**src/rtl/psram_wb_arbiter_pkg.sv**
```systemverilog
// Shared types and constants for the two-master PSRAM Wishbone arbiter.
// PSRAM_ARB_TIMEOUT_EN selects the optional busy-timeout release path in the top.
package psram_arb_pkg;

  typedef enum logic [0:0] {
    ARB_IDLE = 1'b0,
    ARB_BUSY = 1'b1
  } arb_state_t;

  localparam logic OWN_M0 = 1'b0;
  localparam logic OWN_M1 = 1'b1;

  localparam int DEF_TIMEOUT_CYCLES = 4096;

endpackage

```
**src/rtl/psram_wb_arbiter_if.sv**
```systemverilog
// Classic Wishbone link: the master modport drives the request, the slave modport answers.
interface psram_wb_if #(
  parameter int AW = 32,
  parameter int DW = 32
);
  logic          cyc;
  logic          stb;
  logic          we;
  logic [AW-1:0] adr;
  logic [DW-1:0] dat_w;
  logic [3:0]    sel;
  logic [DW-1:0] dat_r;
  logic          ack;
  logic          err;

  modport master (
    output cyc, stb, we, adr, dat_w, sel,
    input  dat_r, ack
  );

  modport slave (
    input  cyc, stb, we, adr, dat_w, sel,
    output dat_r, ack, err
  );
endinterface

```
**src/rtl/psram_wb_arbiter_rr.sv**
```systemverilog
// Two-way round-robin picker: a lone request wins, a tie goes to the master not served last.
module psram_arb_rr (
  input  logic [1:0] req,
  input  logic       last,
  output logic [1:0] gnt
);

  genvar gi;
  generate
    for (gi = 0; gi < 2; gi++) begin : g_pick
      assign gnt[gi] = req[gi] & (~req[1-gi] | (last != 1'(gi)));
    end
  endgenerate

endmodule

```
**src/rtl/psram_wb_arbiter.sv**
```systemverilog
// Arbitrates m0 (CPU) and m1 (DMA) onto the single PSRAM controller port, holding the latched
// request until ack. Define PSRAM_ARB_TIMEOUT_EN to add the forced-release busy timer.
module psram_wb_arbiter
  import psram_arb_pkg::*;
#(
  parameter int AW             = 32,
  parameter int DW             = 32,
  parameter int TIMEOUT_CYCLES = DEF_TIMEOUT_CYCLES
) (
  input  logic           clk,
  input  logic           rst_n,
  psram_wb_if.slave      m0,
  psram_wb_if.slave      m1,
  psram_wb_if.master     s
);

  arb_state_t    state_reg;
  logic          last_reg;
  logic          owner_reg;
  logic          aborted_reg;
  logic          we_reg;
  logic [AW-1:0] adr_reg;
  logic [DW-1:0] dat_reg;
  logic [3:0]    sel_reg;

  logic [1:0]    req;
  logic [1:0]    gnt;
  logic          busy;
  logic          owner_cyc;
  logic          ack_hit;
  logic          timeout_hit;
  logic          release_bus;

  assign req       = {m1.cyc & m1.stb, m0.cyc & m0.stb};
  assign busy      = (state_reg == ARB_BUSY);
  assign owner_cyc = (owner_reg == OWN_M1) ? m1.cyc : m0.cyc;

  // A master that let go of cyc since its grant does not see the controller's ack.
  assign ack_hit   = busy & s.ack & owner_cyc & ~aborted_reg;

  psram_arb_rr u_rr (
    .req  (req),
    .last (last_reg),
    .gnt  (gnt)
  );

`ifdef PSRAM_ARB_TIMEOUT_EN
  localparam int TW = (TIMEOUT_CYCLES > 2) ? $clog2(TIMEOUT_CYCLES) : 1;

  logic [TW-1:0] timer_reg;

  always_ff @(posedge clk or negedge rst_n) begin
    if (!rst_n) begin
      timer_reg <= '0;
    end else if (!busy) begin
      timer_reg <= '0;
    end else begin
      timer_reg <= timer_reg + 1'b1;
    end
  end

  // An ack landing on the final timer cycle takes priority over the timeout.
  assign timeout_hit = busy & ~s.ack & (timer_reg == TW'(TIMEOUT_CYCLES - 1));
`else
  assign timeout_hit = 1'b0;
`endif

  assign release_bus = busy & (s.ack | timeout_hit);

  always_ff @(posedge clk or negedge rst_n) begin
    if (!rst_n) begin
      state_reg   <= ARB_IDLE;
      last_reg    <= OWN_M1;
      owner_reg   <= OWN_M0;
      aborted_reg <= 1'b0;
      we_reg      <= 1'b0;
      adr_reg     <= '0;
      dat_reg     <= '0;
      sel_reg     <= '0;
    end else begin
      case (state_reg)
        ARB_IDLE: begin
          if (|gnt) begin
            state_reg   <= ARB_BUSY;
            owner_reg   <= gnt[1] ? OWN_M1 : OWN_M0;
            aborted_reg <= 1'b0;
            we_reg      <= gnt[1] ? m1.we    : m0.we;
            adr_reg     <= gnt[1] ? m1.adr   : m0.adr;
            dat_reg     <= gnt[1] ? m1.dat_w : m0.dat_w;
            sel_reg     <= gnt[1] ? m1.sel   : m0.sel;
          end
        end
        ARB_BUSY: begin
          if (release_bus) begin
            state_reg <= ARB_IDLE;
            last_reg  <= owner_reg;
          end else if (!owner_cyc) begin
            aborted_reg <= 1'b1;
          end
        end
        default: state_reg <= ARB_IDLE;
      endcase
    end
  end

  assign s.cyc   = busy;
  assign s.stb   = busy;
  assign s.we    = we_reg;
  assign s.adr   = adr_reg;
  assign s.dat_w = dat_reg;
  assign s.sel   = sel_reg;

  assign m0.dat_r = s.dat_r;
  assign m1.dat_r = s.dat_r;
  assign m0.ack   = ack_hit & (owner_reg == OWN_M0);
  assign m1.ack   = ack_hit & (owner_reg == OWN_M1);
  assign m0.err   = timeout_hit & (owner_reg == OWN_M0);
  assign m1.err   = timeout_hit & (owner_reg == OWN_M1);

endmodule

```
**src/flat_wrapper.sv**
```systemverilog
// flat-port wrapper written by rule: the top's interface ports become plain ports
module psram_wb_arbiter_flat import psram_arb_pkg::*;
#(
  parameter int AW             = 32,
  parameter int DW             = 32,
  parameter int TIMEOUT_CYCLES = DEF_TIMEOUT_CYCLES
)
  (clk, rst_n, m0_cyc, m0_stb, m0_we, m0_adr, m0_dat_w, m0_sel, m0_dat_r, m0_ack, m0_err, m1_cyc, m1_stb, m1_we, m1_adr, m1_dat_w, m1_sel, m1_dat_r, m1_ack, m1_err, s_cyc, s_stb, s_we, s_adr, s_dat_w, s_sel, s_dat_r, s_ack);
  psram_wb_if #(.AW(AW), .DW(DW)) m0_i ();
  psram_wb_if #(.AW(AW), .DW(DW)) m1_i ();
  psram_wb_if #(.AW(AW), .DW(DW)) s_i ();
  input  logic clk;
  input  logic rst_n;
  input wire logic [$bits(m0_i.cyc)-1:0] m0_cyc;
  input wire logic [$bits(m0_i.stb)-1:0] m0_stb;
  input wire logic [$bits(m0_i.we)-1:0] m0_we;
  input wire logic [$bits(m0_i.adr)-1:0] m0_adr;
  input wire logic [$bits(m0_i.dat_w)-1:0] m0_dat_w;
  input wire logic [$bits(m0_i.sel)-1:0] m0_sel;
  output wire logic [$bits(m0_i.dat_r)-1:0] m0_dat_r;
  output wire logic [$bits(m0_i.ack)-1:0] m0_ack;
  output wire logic [$bits(m0_i.err)-1:0] m0_err;
  input wire logic [$bits(m1_i.cyc)-1:0] m1_cyc;
  input wire logic [$bits(m1_i.stb)-1:0] m1_stb;
  input wire logic [$bits(m1_i.we)-1:0] m1_we;
  input wire logic [$bits(m1_i.adr)-1:0] m1_adr;
  input wire logic [$bits(m1_i.dat_w)-1:0] m1_dat_w;
  input wire logic [$bits(m1_i.sel)-1:0] m1_sel;
  output wire logic [$bits(m1_i.dat_r)-1:0] m1_dat_r;
  output wire logic [$bits(m1_i.ack)-1:0] m1_ack;
  output wire logic [$bits(m1_i.err)-1:0] m1_err;
  output wire logic [$bits(s_i.cyc)-1:0] s_cyc;
  output wire logic [$bits(s_i.stb)-1:0] s_stb;
  output wire logic [$bits(s_i.we)-1:0] s_we;
  output wire logic [$bits(s_i.adr)-1:0] s_adr;
  output wire logic [$bits(s_i.dat_w)-1:0] s_dat_w;
  output wire logic [$bits(s_i.sel)-1:0] s_sel;
  input wire logic [$bits(s_i.dat_r)-1:0] s_dat_r;
  input wire logic [$bits(s_i.ack)-1:0] s_ack;
  assign m0_i.cyc = m0_cyc;
  assign m0_i.stb = m0_stb;
  assign m0_i.we = m0_we;
  assign m0_i.adr = m0_adr;
  assign m0_i.dat_w = m0_dat_w;
  assign m0_i.sel = m0_sel;
  assign m0_dat_r = m0_i.dat_r;
  assign m0_ack = m0_i.ack;
  assign m0_err = m0_i.err;
  assign m1_i.cyc = m1_cyc;
  assign m1_i.stb = m1_stb;
  assign m1_i.we = m1_we;
  assign m1_i.adr = m1_adr;
  assign m1_i.dat_w = m1_dat_w;
  assign m1_i.sel = m1_sel;
  assign m1_dat_r = m1_i.dat_r;
  assign m1_ack = m1_i.ack;
  assign m1_err = m1_i.err;
  assign s_cyc = s_i.cyc;
  assign s_stb = s_i.stb;
  assign s_we = s_i.we;
  assign s_adr = s_i.adr;
  assign s_dat_w = s_i.dat_w;
  assign s_sel = s_i.sel;
  assign s_i.dat_r = s_dat_r;
  assign s_i.ack = s_ack;
  psram_wb_arbiter #(.AW(AW), .DW(DW), .TIMEOUT_CYCLES(TIMEOUT_CYCLES)) u_core (.clk(clk), .rst_n(rst_n), .m0(m0_i), .m1(m1_i), .s(s_i));
endmodule
```
**config.mk**
```make
export PLATFORM = sky130hd
export DESIGN_NAME = psram_wb_arbiter_flat
export DESIGN_NICKNAME = d
export VERILOG_FILES = /design/src/rtl/psram_wb_arbiter_pkg.sv /design/src/rtl/psram_wb_arbiter_if.sv /design/src/rtl/psram_wb_arbiter_rr.sv /design/src/rtl/psram_wb_arbiter.sv /design/src/flat_wrapper.sv
export SDC_FILE = /design/constraint.sdc
export NUM_CORES = 1
export LEC_CHECK = 0
export BUFFER_PORTS_ARGS = -buffer_cell sky130_fd_sc_hd__buf_2
export CORE_MARGIN = 3
export CORE_UTILIZATION = 25
export CTS_BUF_LIST = sky130_fd_sc_hd__clkbuf_8
export DETAILED_ROUTE_END_ITERATION = 10
export HOLD_SLACK_MARGIN = 0.06
export PLACE_DENSITY = 0.56
export RECOVER_POWER = 50
export SLEW_MARGIN = 10
export SYNTH_ARGS = -nofsm -noshare
export SYNTH_HDL_FRONTEND = slang
export SYNTH_SLANG_ARGS = --single-unit
```
**constraint.sdc**
```tcl
create_clock -name clk -period 1.9 [get_ports clk]
set_input_delay 0.38 -clock clk [delete_from_list [all_inputs] [get_ports clk]]
set_output_delay 0.38 -clock clk [all_outputs]
set_load 0.03 [all_outputs]
```
==> summary.txt, run 1 <==
Outcome
  • Outcome: finished, final reports clean

Yosys
  • Share of the synthesized area in the top cell type: 0.425
  • #FFs+latches synth: 73
  • Number of distinct standard cells referenced by the synthesized netlist: 25
  • Count of mapped cells out of synthesis: 418
  • Largest area contributor in the synthesized netlist: sky130_fd_sc_hd__dfrtp_1
  • Average cell area after synthesis: 10.1 um2
  • Ranking of synthesized cells by area: sky130_fd_sc_hd__dfrtp_1, sky130_fd_sc_hd__a2bb2oi_1, sky130_fd_sc_hd__a311oi_1, sky130_fd_sc_hd__buf_4, sky130_fd_sc_hd__o21ai_0
  • Cell area after synthesis: 0.00424 mm2
  • Total of warnings raised by yosys: 0
  • Post-synthesis sequential area ratio: 0.431

Timing
  • Number of hold-slack violations in the final timing report: 0
  • Clock period minus final worst setup slack: 1.69 ns
  • Final-layout setup total negative slack: 0 ns
  • Relative slew slack: 0.393
  • Tightest Pin Transition: 0.911 ns
  • RSZ-0062 raised after global routing: no
  • Achievable clock frequency: 0.592 GHz
  • Clock Skews: 0.00715 ns
  • Total count of max-transition violations in the final report: 0
  • Final setup violation count: 0
  • Crit share post-route: 0.890

Clocking
  • Clock Tree Buf Depth: 2
  • Root Buffer: sky130_fd_sc_hd__clkbuf_8
  • Clock latency on the worst-skew pair: 0.35 ns
  • Total clock buffers created by CTS: 9
  • Number of clock sinks: 73
  • CTS tree: yes
  • Number of resized instances in the post-cts repair step: 0
  • Clock slew seen by the registers of the worst setup and hold paths: 0.08 ns
  • Number of levels the H-tree was split into: 3

Setup path
  • Crit. End Element: output pin
  • Data arrival at the endpoint of the critical path: 1.31 ns
  • Path type of the worst setup path: reg -> out
  • Critical Path Start Type: flip-flop
  • Critical path fanouts, max: 4
  • Worst EP required: 1.52 ns

Global routing
  • Final global-route overflow total: 0
  • Vias in the first global route: 4269
  • Number of antenna violations at the first check in global routing: 0
  • Global-route wire length before repair: 23300 um
  • Maximum number of pins on one net before global-route repair: 72
  • Total Routing Usage GR: 0.162

Floorplanning
  • Core area: 0.0162 mm2
  • Ports: 316
  • Die extent in y: 136 um
  • Die outline width: 136 um
  • DIE AREA: 0.0186 mm2
  • Std-Cell Rows: 46
  • Initial standard-cell utilization of the core: 0.261

Routing
  • Number of vias in the routed layout: 4052
  • Final WL: 15800 um
  • Average vias per placed instance: 5.29
  • Length of the first detailed-routing pass in iterations: 4
  • Violation count after the first detailed-route iteration: 252
  • Remaining routing DRC violations: 0
  • Remaining antenna violation count after routing: 0
  • Wire per inst: 20.7 um

Layout
  • Commonest non-fill, non-tap cell in the layout: sky130_fd_sc_hd__buf_2
  • Synth-to-Final Area Change: 24.7%
  • Antenna diode count: 0
  • Post-Layout Cell Count: 766
  • Commonest cells after routing, fill and taps aside: sky130_fd_sc_hd__buf_2, sky130_fd_sc_hd__dfrtp_1, sky130_fd_sc_hd__a311oi_1, sky130_fd_sc_hd__a2bb2oi_1, sky130_fd_sc_hd__o21ai_0
  • Final design utilization: 0.326
  • Fraction of layout cells with a size suffix above 1: 0.464
  • Final #Nets: 723

Power and ir drop
  • Pleak: 2.29 nW
  • Max VDD drop: 0.514 mV
  • Pwr Density: 1190 mW/mm2

Placed design
  • Cell total after placement: 748
  • IO buf count: 217
  • GP Congestion: 0.778
  • Total half-perimeter wirelength after legalization and detailed placement: 11200 um

Run
  • Number of maximum-capacitance constraint violations: 0

Min path
  • Hold Path Class: in -> reg
[where the power goes]
| part | switching [mW] | total (mW) | internal [mW] |
|---|---|---|---|
| sequential | 0.284 | 2.29 | 2.01 |
| clock | 0.590 | 1.25 | 0.663 |
| combinational | 1.76 | 2.76 | 0.998 |
| total | 2.63 | 6.30 | 3.67 |
[final timing paths]
check | from | to | slack [ns] | depth (start not counted)
setup / recovery | u_core.owner_reg | m0_ack | 0.21 | 3
hold / removal | m0_adr[5] | u_core.s.adr[5] | 0.28 | 3
setup reg to reg | u_core.s.cyc | u_core.s.adr[8] | 0.23 | 4
hold reg to reg | u_core.s.cyc | u_core.s.cyc | 0.54 | 1
max in group asynchronous | rst_n | u_core.s.dat_w[10] | 0.41 | 3
min in group asynchronous | rst_n | u_core.s.adr[21] | 0.67 | 2
[routing by layer]
metal	GRT usage	up-vias	part of all wire
li1	-	1837	-
met4	0.0717	0	0.026
met2	0.280	242	0.50
met1	0.189	1944	0.39
met5	0	-	0
met3	0.0415	29	0.091
[per-stage QoR]
step / area (um2) / hold WS [ns] / worst slack, ns / power (mW)
detailed placement: 5090 / 0.256 / 0.302 / 5.09
floorplan: 4250 / 0.0844 / -0.0629 / 4.34
finish: 5290 / 0.280 / 0.210 / 6.30
global route: 5290 / 0.261 / 0.0772 / 6.65
CTS: 5290 / 0.241 / 0.0701 / 6.39
global placement: 5090 / 0.254 / 0.335 / 5.06
[what timing repair did]
| action | 4_1_cts | 5_1_grt |
|---|---|---|
| endpoints found under the setup margin | 0 | 2 |
| hold buffers | 1 | 0 |
| endpoints found under the hold margin | 13 | 0 |
| setup buffers | 0 | 2 |
[cells in the mapped netlist]
| cell | number |
|---|---|
| sky130_fd_sc_hd__a21o_1 | 1 |
| sky130_fd_sc_hd__a22oi_2 | 1 |
| sky130_fd_sc_hd__a2bb2oi_1 | 69 |
| sky130_fd_sc_hd__a311oi_1 | 69 |
| sky130_fd_sc_hd__a41oi_1 | 1 |
| sky130_fd_sc_hd__and2_1 | 1 |
| sky130_fd_sc_hd__and3_1 | 1 |
| sky130_fd_sc_hd__buf_2 | 24 |
| sky130_fd_sc_hd__buf_4 | 68 |
| sky130_fd_sc_hd__buf_6 | 1 |
| sky130_fd_sc_hd__clkbuf_1 | 26 |
| sky130_fd_sc_hd__conb_1 | 1 |
| sky130_fd_sc_hd__dfrtp_1 | 72 |
| sky130_fd_sc_hd__dfstp_2 | 1 |
| sky130_fd_sc_hd__inv_1 | 1 |
| sky130_fd_sc_hd__mux2_2 | 1 |
| sky130_fd_sc_hd__nand2_1 | 3 |
| sky130_fd_sc_hd__nand2b_1 | 1 |
| sky130_fd_sc_hd__nand3_2 | 1 |
| sky130_fd_sc_hd__nor2_1 | 1 |
| sky130_fd_sc_hd__nor2_2 | 1 |
| sky130_fd_sc_hd__nor3_1 | 2 |
| sky130_fd_sc_hd__o21ai_0 | 56 |
| sky130_fd_sc_hd__o21ai_1 | 14 |
| sky130_fd_sc_hd__o31ai_1 | 1 |
[critical path: stages (launching register included)]
cell                       delay, ns
sky130_fd_sc_hd__dfrtp_1        0.41
sky130_fd_sc_hd__nand2b_1       0.17
sky130_fd_sc_hd__nor3_1         0.14
sky130_fd_sc_hd__buf_2          0.24
[area by class of cell]
class	instances	area, um2
flip-flops and latches	73	1830
fillers	1729	10900
repair buffers	235	1310
clock inverters	4	43.8
inverters	1	3.75
clock buffers	11	151
multi-input cells	226	1680
well taps	216	270
[cell families after synthesis]
group / Yosys count / share of synthesized area
AO/OA/AOI/OAI: 212 / 0.376
buffers and inverters: 120 / 0.175
flip-flops: 73 / 0.431
multiplexers: 1 / 0.00265
other: 1 / 0.000884
AND/OR/NAND/NOR: 11 / 0.0142
(Power assumes the default switching activity.)
==> run 2: changes to the inputs <==
BUFFER_PORTS_ARGS = unset   (was -buffer_cell sky130_fd_sc_hd__buf_2)
DONT_BUFFER_PORTS = 1   (was unset)
PLACE_DENSITY = 0.4   (was 0.56)
==> summary.txt, run 2 (synthesized netlist as in run 1, its figures left out) <==
Timing
  • Worst hold margin: -0.289 ns
  • RSZ-0062 raised after global routing: no
  • Clock Skews: 0.00723 ns
  • Achievable clock frequency: 0.585 GHz
  • Tightest Pin Transition: 0.595 ns
  • Total count of max-transition violations in the final report: 0
  • Final-layout setup total negative slack: 0 ns
  • Number of hold-slack violations in the final timing report: 73
  • Relative slew slack: 0.603
  • Crit share post-route: 0.900
  • Clock period minus final worst setup slack: 1.71 ns
  • Final setup violation count: 0

Layout
  • Synth-to-Final Area Change: -1.21%
  • Commonest cells after routing, fill and taps aside: sky130_fd_sc_hd__dfrtp_1, sky130_fd_sc_hd__a311oi_1, sky130_fd_sc_hd__a2bb2oi_1
  • Fraction of layout cells with a size suffix above 1: 0.126
  • Commonest non-fill, non-tap cell in the layout: sky130_fd_sc_hd__dfrtp_1
  • Count of fill cells added during filler insertion: 1745
  • Antenna diode count: 0
  • Post-Layout Cell Count: 550
  • Final #Nets: 507

Setup path
  • Worst Setup SP: u_core.owner_reg
  • Worst reg2reg path startpoint: u_core.last_reg
  • Internal reg-to-reg setup slack: 0.25 ns
  • Endpoint of the worst setup timing path: m0_ack
  • Crit. End Element: output pin
  • Worst EP required: 1.52 ns
  • Critical Path Start Type: flip-flop
  • Reg-to-Reg End: u_core.s.adr[13]
  • Path type of the worst setup path: reg -> out
  • Critical path fanouts, max: 4
  • Data arrival at the endpoint of the critical path: 1.33 ns
  • Worst Reg-to-Reg Cells: 4

Outcome
  • Violated checks: hold timing
  • Outcome: complete, but fails checks

Routing
  • Average vias per placed instance: 6.09
  • Length of the first detailed-routing pass in iterations: 4
  • Detailed-route wire length on metal 1: 5820 um
  • Wire per inst: 27.3 um
  • Max Used Layer: met4
  • Remaining antenna violation count after routing: 0
  • Met3 routed wirelength: 1390 um
  • Final WL: 15000 um
  • Met2 wire len: 7340 um
  • Violation count after the first detailed-route iteration: 124
  • Number of vias in the routed layout: 3351
  • Remaining routing DRC violations: 0

Floorplanning
  • Die outline width: 136 um
  • Std-Cell Rows: 46
  • Ports: 316
  • Die extent in y: 136 um
  • Core area: 0.0162 mm2
  • Initial standard-cell utilization of the core: 0.261
  • DIE AREA: 0.0186 mm2

Global routing
  • Number of antenna violations at the first check in global routing: 0
  • Global-route wire length before repair: 21700 um
  • Final global-route overflow total: 0
  • Total Routing Usage GR: 0.154
  • Vias in the first global route: 3451
  • Maximum number of pins on one net before global-route repair: 74

Placed design
  • Total half-perimeter wirelength after legalization and detailed placement: 10300 um
  • GP Congestion: 0.717
  • IO buf count: 0
  • Cell total after placement: 533

Clocking
  • Total clock buffers created by CTS: 9
  • Clock slew seen by the registers of the worst setup and hold paths: 0.08 ns
  • Clock latency on the worst-skew pair: 0.35 ns
  • CTS tree: yes
  • Root Buffer: sky130_fd_sc_hd__clkbuf_8
  • Number of levels the H-tree was split into: 3
  • Number of clock sinks: 73
  • Number of resized instances in the post-cts repair step: 0
  • Clock Tree Buf Depth: 2

Power and ir drop
  • Max VDD drop: 0.354 mV
  • Pwr Density: 1370 mW/mm2
  • Final total power: 5.74 mW
  • Pleak: 1.45 nW

Min path
  • Hold Path Class: in -> async

Run
  • Number of maximum-capacitance constraint violations: 0
run 2: per-layer routing:
metal | vias up | track usage
li1 | 1396 | -
met1 | 1699 | 0.187
met2 | 217 | 0.249
met3 | 39 | 0.0500
met4 | 0 | 0.0711
met5 | - | 0
run 2: per-stage QoR:
step	setup WS, ns	area, um2	hold slack [ns]	utilization
finish	0.191	4190	-0.289	0.258
global route	0.104	4190	-0.326	0.258
CTS	0.118	4190	-0.324	0.258
detailed placement	0.160	3980	0.0863	0.245
global placement	0.200	3980	0.0869	0.245
floorplan	-0.0629	4250	0.0844	-
run 2: final cells by class:
| type | count | area (um2) | share of cell area |
|---|---|---|---|
| tap | 216 | 270 | 0.0645 |
| sequential | 73 | 1830 | 0.437 |
| inverter | 1 | 3.75 | 0.000896 |
| clock inverter | 4 | 43.8 | 0.0105 |
| clock buffer | 11 | 151 | 0.0361 |
| multi-input combinational | 226 | 1680 | 0.402 |
| timing repair buffer | 19 | 205 | 0.0490 |
run 2: what timing repair did:
action,4_1_cts,5_1_grt
endpoints found under the hold margin,73,73
setup buffers,2,0
setup endpoints to repair,2,0
run 2: how the worst min path moves through the flow:
stage,startpoint,to,slack [ns],depth (start not counted)
6_report,rst_n,u_core.s.adr[10],-0.29,0
5_1_grt,rst_n,u_core.s.adr[10],-0.33,0
4_1_cts,rst_n,u_core.s.adr[13],-0.32,0
3_5_place_dp,rst_n,u_core.s.adr[13],0.09,0
3_3_place_gp,rst_n,u_core.s.adr[13],0.09,0
2_1_floorplan,rst_n,u_core.aborted_reg,0.08,0
run 2: critical path: stages, from the launching register on:
cell,delay (ns)
sky130_fd_sc_hd__dfrtp_1,0.41
sky130_fd_sc_hd__nand2b_1,0.17
sky130_fd_sc_hd__nor3_1,0.18
sky130_fd_sc_hd__buf_4,0.21
run 2: power by group:
part | internal, mW | switching, mW
clock | 0.663 | 0.600
combinational | 0.596 | 0.632
sequential | 1.99 | 1.26
==> run 3: changes to the inputs <==
GPL_TIMING_DRIVEN = 0   (was unset)
==> summary.txt, run 3 (synthesized netlist as in run 1, its figures left out) <==
Outcome
  • Outcome: complete, but fails checks
  • Violated checks: hold timing

Layout
  • Final #Nets: 608
  • Commonest cells after routing, fill and taps aside: sky130_fd_sc_hd__clkbuf_1, sky130_fd_sc_hd__dfrtp_1, sky130_fd_sc_hd__a311oi_1, sky130_fd_sc_hd__a2bb2oi_1, sky130_fd_sc_hd__o21ai_0
  • Synth-to-Final Area Change: 6.93%
  • Sequential standard cell area: 0.00183 mm2
  • Commonest non-fill, non-tap cell in the layout: sky130_fd_sc_hd__clkbuf_1
  • Antenna diode count: 0
  • Post-Layout Cell Count: 650
  • Fraction of layout cells with a size suffix above 1: 0.124
  • Footprint of the multi-input gates: 0.00171 mm2
  • Final design utilization: 0.279
  • Count of fill cells added during filler insertion: 1832
  • Final std cell area, no fill: 0.00454 mm2

Floorplanning
  • Ports: 316
  • Die outline width: 136 um
  • DIE AREA: 0.0186 mm2
  • Core area: 0.0162 mm2
  • Std-Cell Rows: 46
  • Die extent in y: 136 um
  • Initial standard-cell utilization of the core: 0.261

Routing
  • Final WL: 16600 um
  • Number of vias in the routed layout: 3662
  • Wire per inst: 25.5 um
  • Remaining routing DRC violations: 0
  • Average vias per placed instance: 5.63
  • Violation count after the first detailed-route iteration: 142
  • Length of the first detailed-routing pass in iterations: 4
  • Remaining antenna violation count after routing: 0

Setup path
  • Crit. End Element: output pin
  • Path type of the worst setup path: reg -> out
  • Worst EP required: 1.52 ns
  • Critical Path Start Type: flip-flop
  • Data arrival at the endpoint of the critical path: 1.40 ns
  • Critical path fanouts, max: 5

Timing
  • Clock period minus final worst setup slack: 1.78 ns
  • Relative slew slack: 0.591
  • Achievable clock frequency: 0.561 GHz
  • Final setup violation count: 0
  • Worst setup margin: 0.116 ns
  • RSZ-0062 raised after global routing: no
  • Total count of max-transition violations in the final report: 0
  • Number of hold-slack violations in the final timing report: 73
  • Worst hold margin: -0.294 ns
  • Clock Skews: 0.0114 ns
  • Final-layout setup total negative slack: 0 ns
  • Crit share post-route: 0.939
  • Tightest Pin Transition: 0.614 ns

Placed design
  • Worst setup slack after placement: -0.488 ns
  • Cell total after placement: 635
  • Placed standard-cell area: 0.00452 mm2
  • GP Congestion: 0.778
  • Total half-perimeter wirelength after legalization and detailed placement: 12500 um
  • IO buf count: 0

Global routing
  • Vias in the first global route: 3835
  • Final global-route overflow total: 0
  • Number of antenna violations at the first check in global routing: 1
  • Total Routing Usage GR: 0.171
  • Global-route wire length before repair: 23900 um
  • Maximum number of pins on one net before global-route repair: 74

Clocking
  • Clock slew seen by the registers of the worst setup and hold paths: 0.08 ns
  • Clock Tree Buf Depth: 2
  • Number of levels the H-tree was split into: 3
  • CTS tree: yes
  • Total clock buffers created by CTS: 9
  • Number of clock sinks: 73
  • Root Buffer: sky130_fd_sc_hd__clkbuf_8
  • Clock latency on the worst-skew pair: 0.35 ns

Min path
  • Hold Path Class: in -> async

Power and ir drop
  • Max VDD drop: 0.456 mV
  • Pwr Density: 1330 mW/mm2
  • Pleak: 1.60 nW

Run
  • Number of maximum-capacitance constraint violations: 0
[run 3: cell types whose count changed in the layout (fill, tap and decap cells not counted), moves of 2 or more]
cell,previous run,this run
sky130_fd_sc_hd__buf_2,0,23
sky130_fd_sc_hd__buf_4,14,5
sky130_fd_sc_hd__nor3_1,2,0
sky130_fd_sc_hd__clkbuf_1,0,89
sky130_fd_sc_hd__clkinv_2,2,0
sky130_fd_sc_hd__nor3_4,0,2
sky130_fd_sc_hd__buf_12,5,0
[run 3: worst paths after layout]
| kind | from | to | slack (ns) | cells past startpoint |
|---|---|---|---|---|
| min reg2reg | u_core.owner_reg | u_core.owner_reg | 0.58 | 2 |
| max in group asynchronous | rst_n | u_core.last_reg | 2.01 | 0 |
| min | rst_n | u_core.s.adr[10] | -0.29 | 0 |
| max | u_core.s.cyc | m0_ack | 0.12 | 3 |
| min in group clk | m0_adr[13] | u_core.s.adr[13] | 0.17 | 2 |
| max reg2reg | u_core.s.cyc | u_core.s.dat_w[20] | 0.19 | 5 |
[run 3: power by group]
group / switching (mW) / internal, mW / total (mW)
registers: 1.27 / 1.99 / 3.27
logic: 0.827 / 0.622 / 1.45
clock network: 0.595 / 0.701 / 1.30
[run 3: timing repair]
action,in CTS,in global routing
resized for setup,9,4
buffers inserted,1,0
setup endpoints to repair,2,10
pin swaps,2,0
endpoints found under the hold margin,73,73
[run 3: final cells by class]
cell class	count	area share
plain buffers	119	0.113
clock buffers	12	0.0364
clock inverters	2	0.00828
inverters	1	0.000828
multi-input cells	226	0.377
flip-flops and latches	73	0.403
well taps	216	0.0596
repair buffers	1	0.00166
[run 3: critical path, stage by stage (launching register included)]
cell and delay [ns]:
sky130_fd_sc_hd__dfrtp_2 0.52, sky130_fd_sc_hd__buf_8 0.15, sky130_fd_sc_hd__nand2_4 0.06, sky130_fd_sc_hd__nor3_4 0.32
[run 3: per-stage QoR]
stage / hold WS, ns / power, mW
final: -0.294 / 6.01
after global routing: -0.333 / 6.34
after CTS: -0.326 / 6.16
after detailed placement: 0.0861 / 4.79
after global placement: 0.0869 / 4.78
after floorplan: 0.0844 / 4.34
[run 3: metal layers]
metal,GRT usage,up-vias,wire length [um]
met3,0.0474,25,1380
met1,0.213,1804,6620
met5,0,-,17
met4,0.0683,2,419
li1,-,1612,-
met2,0.278,219,8110
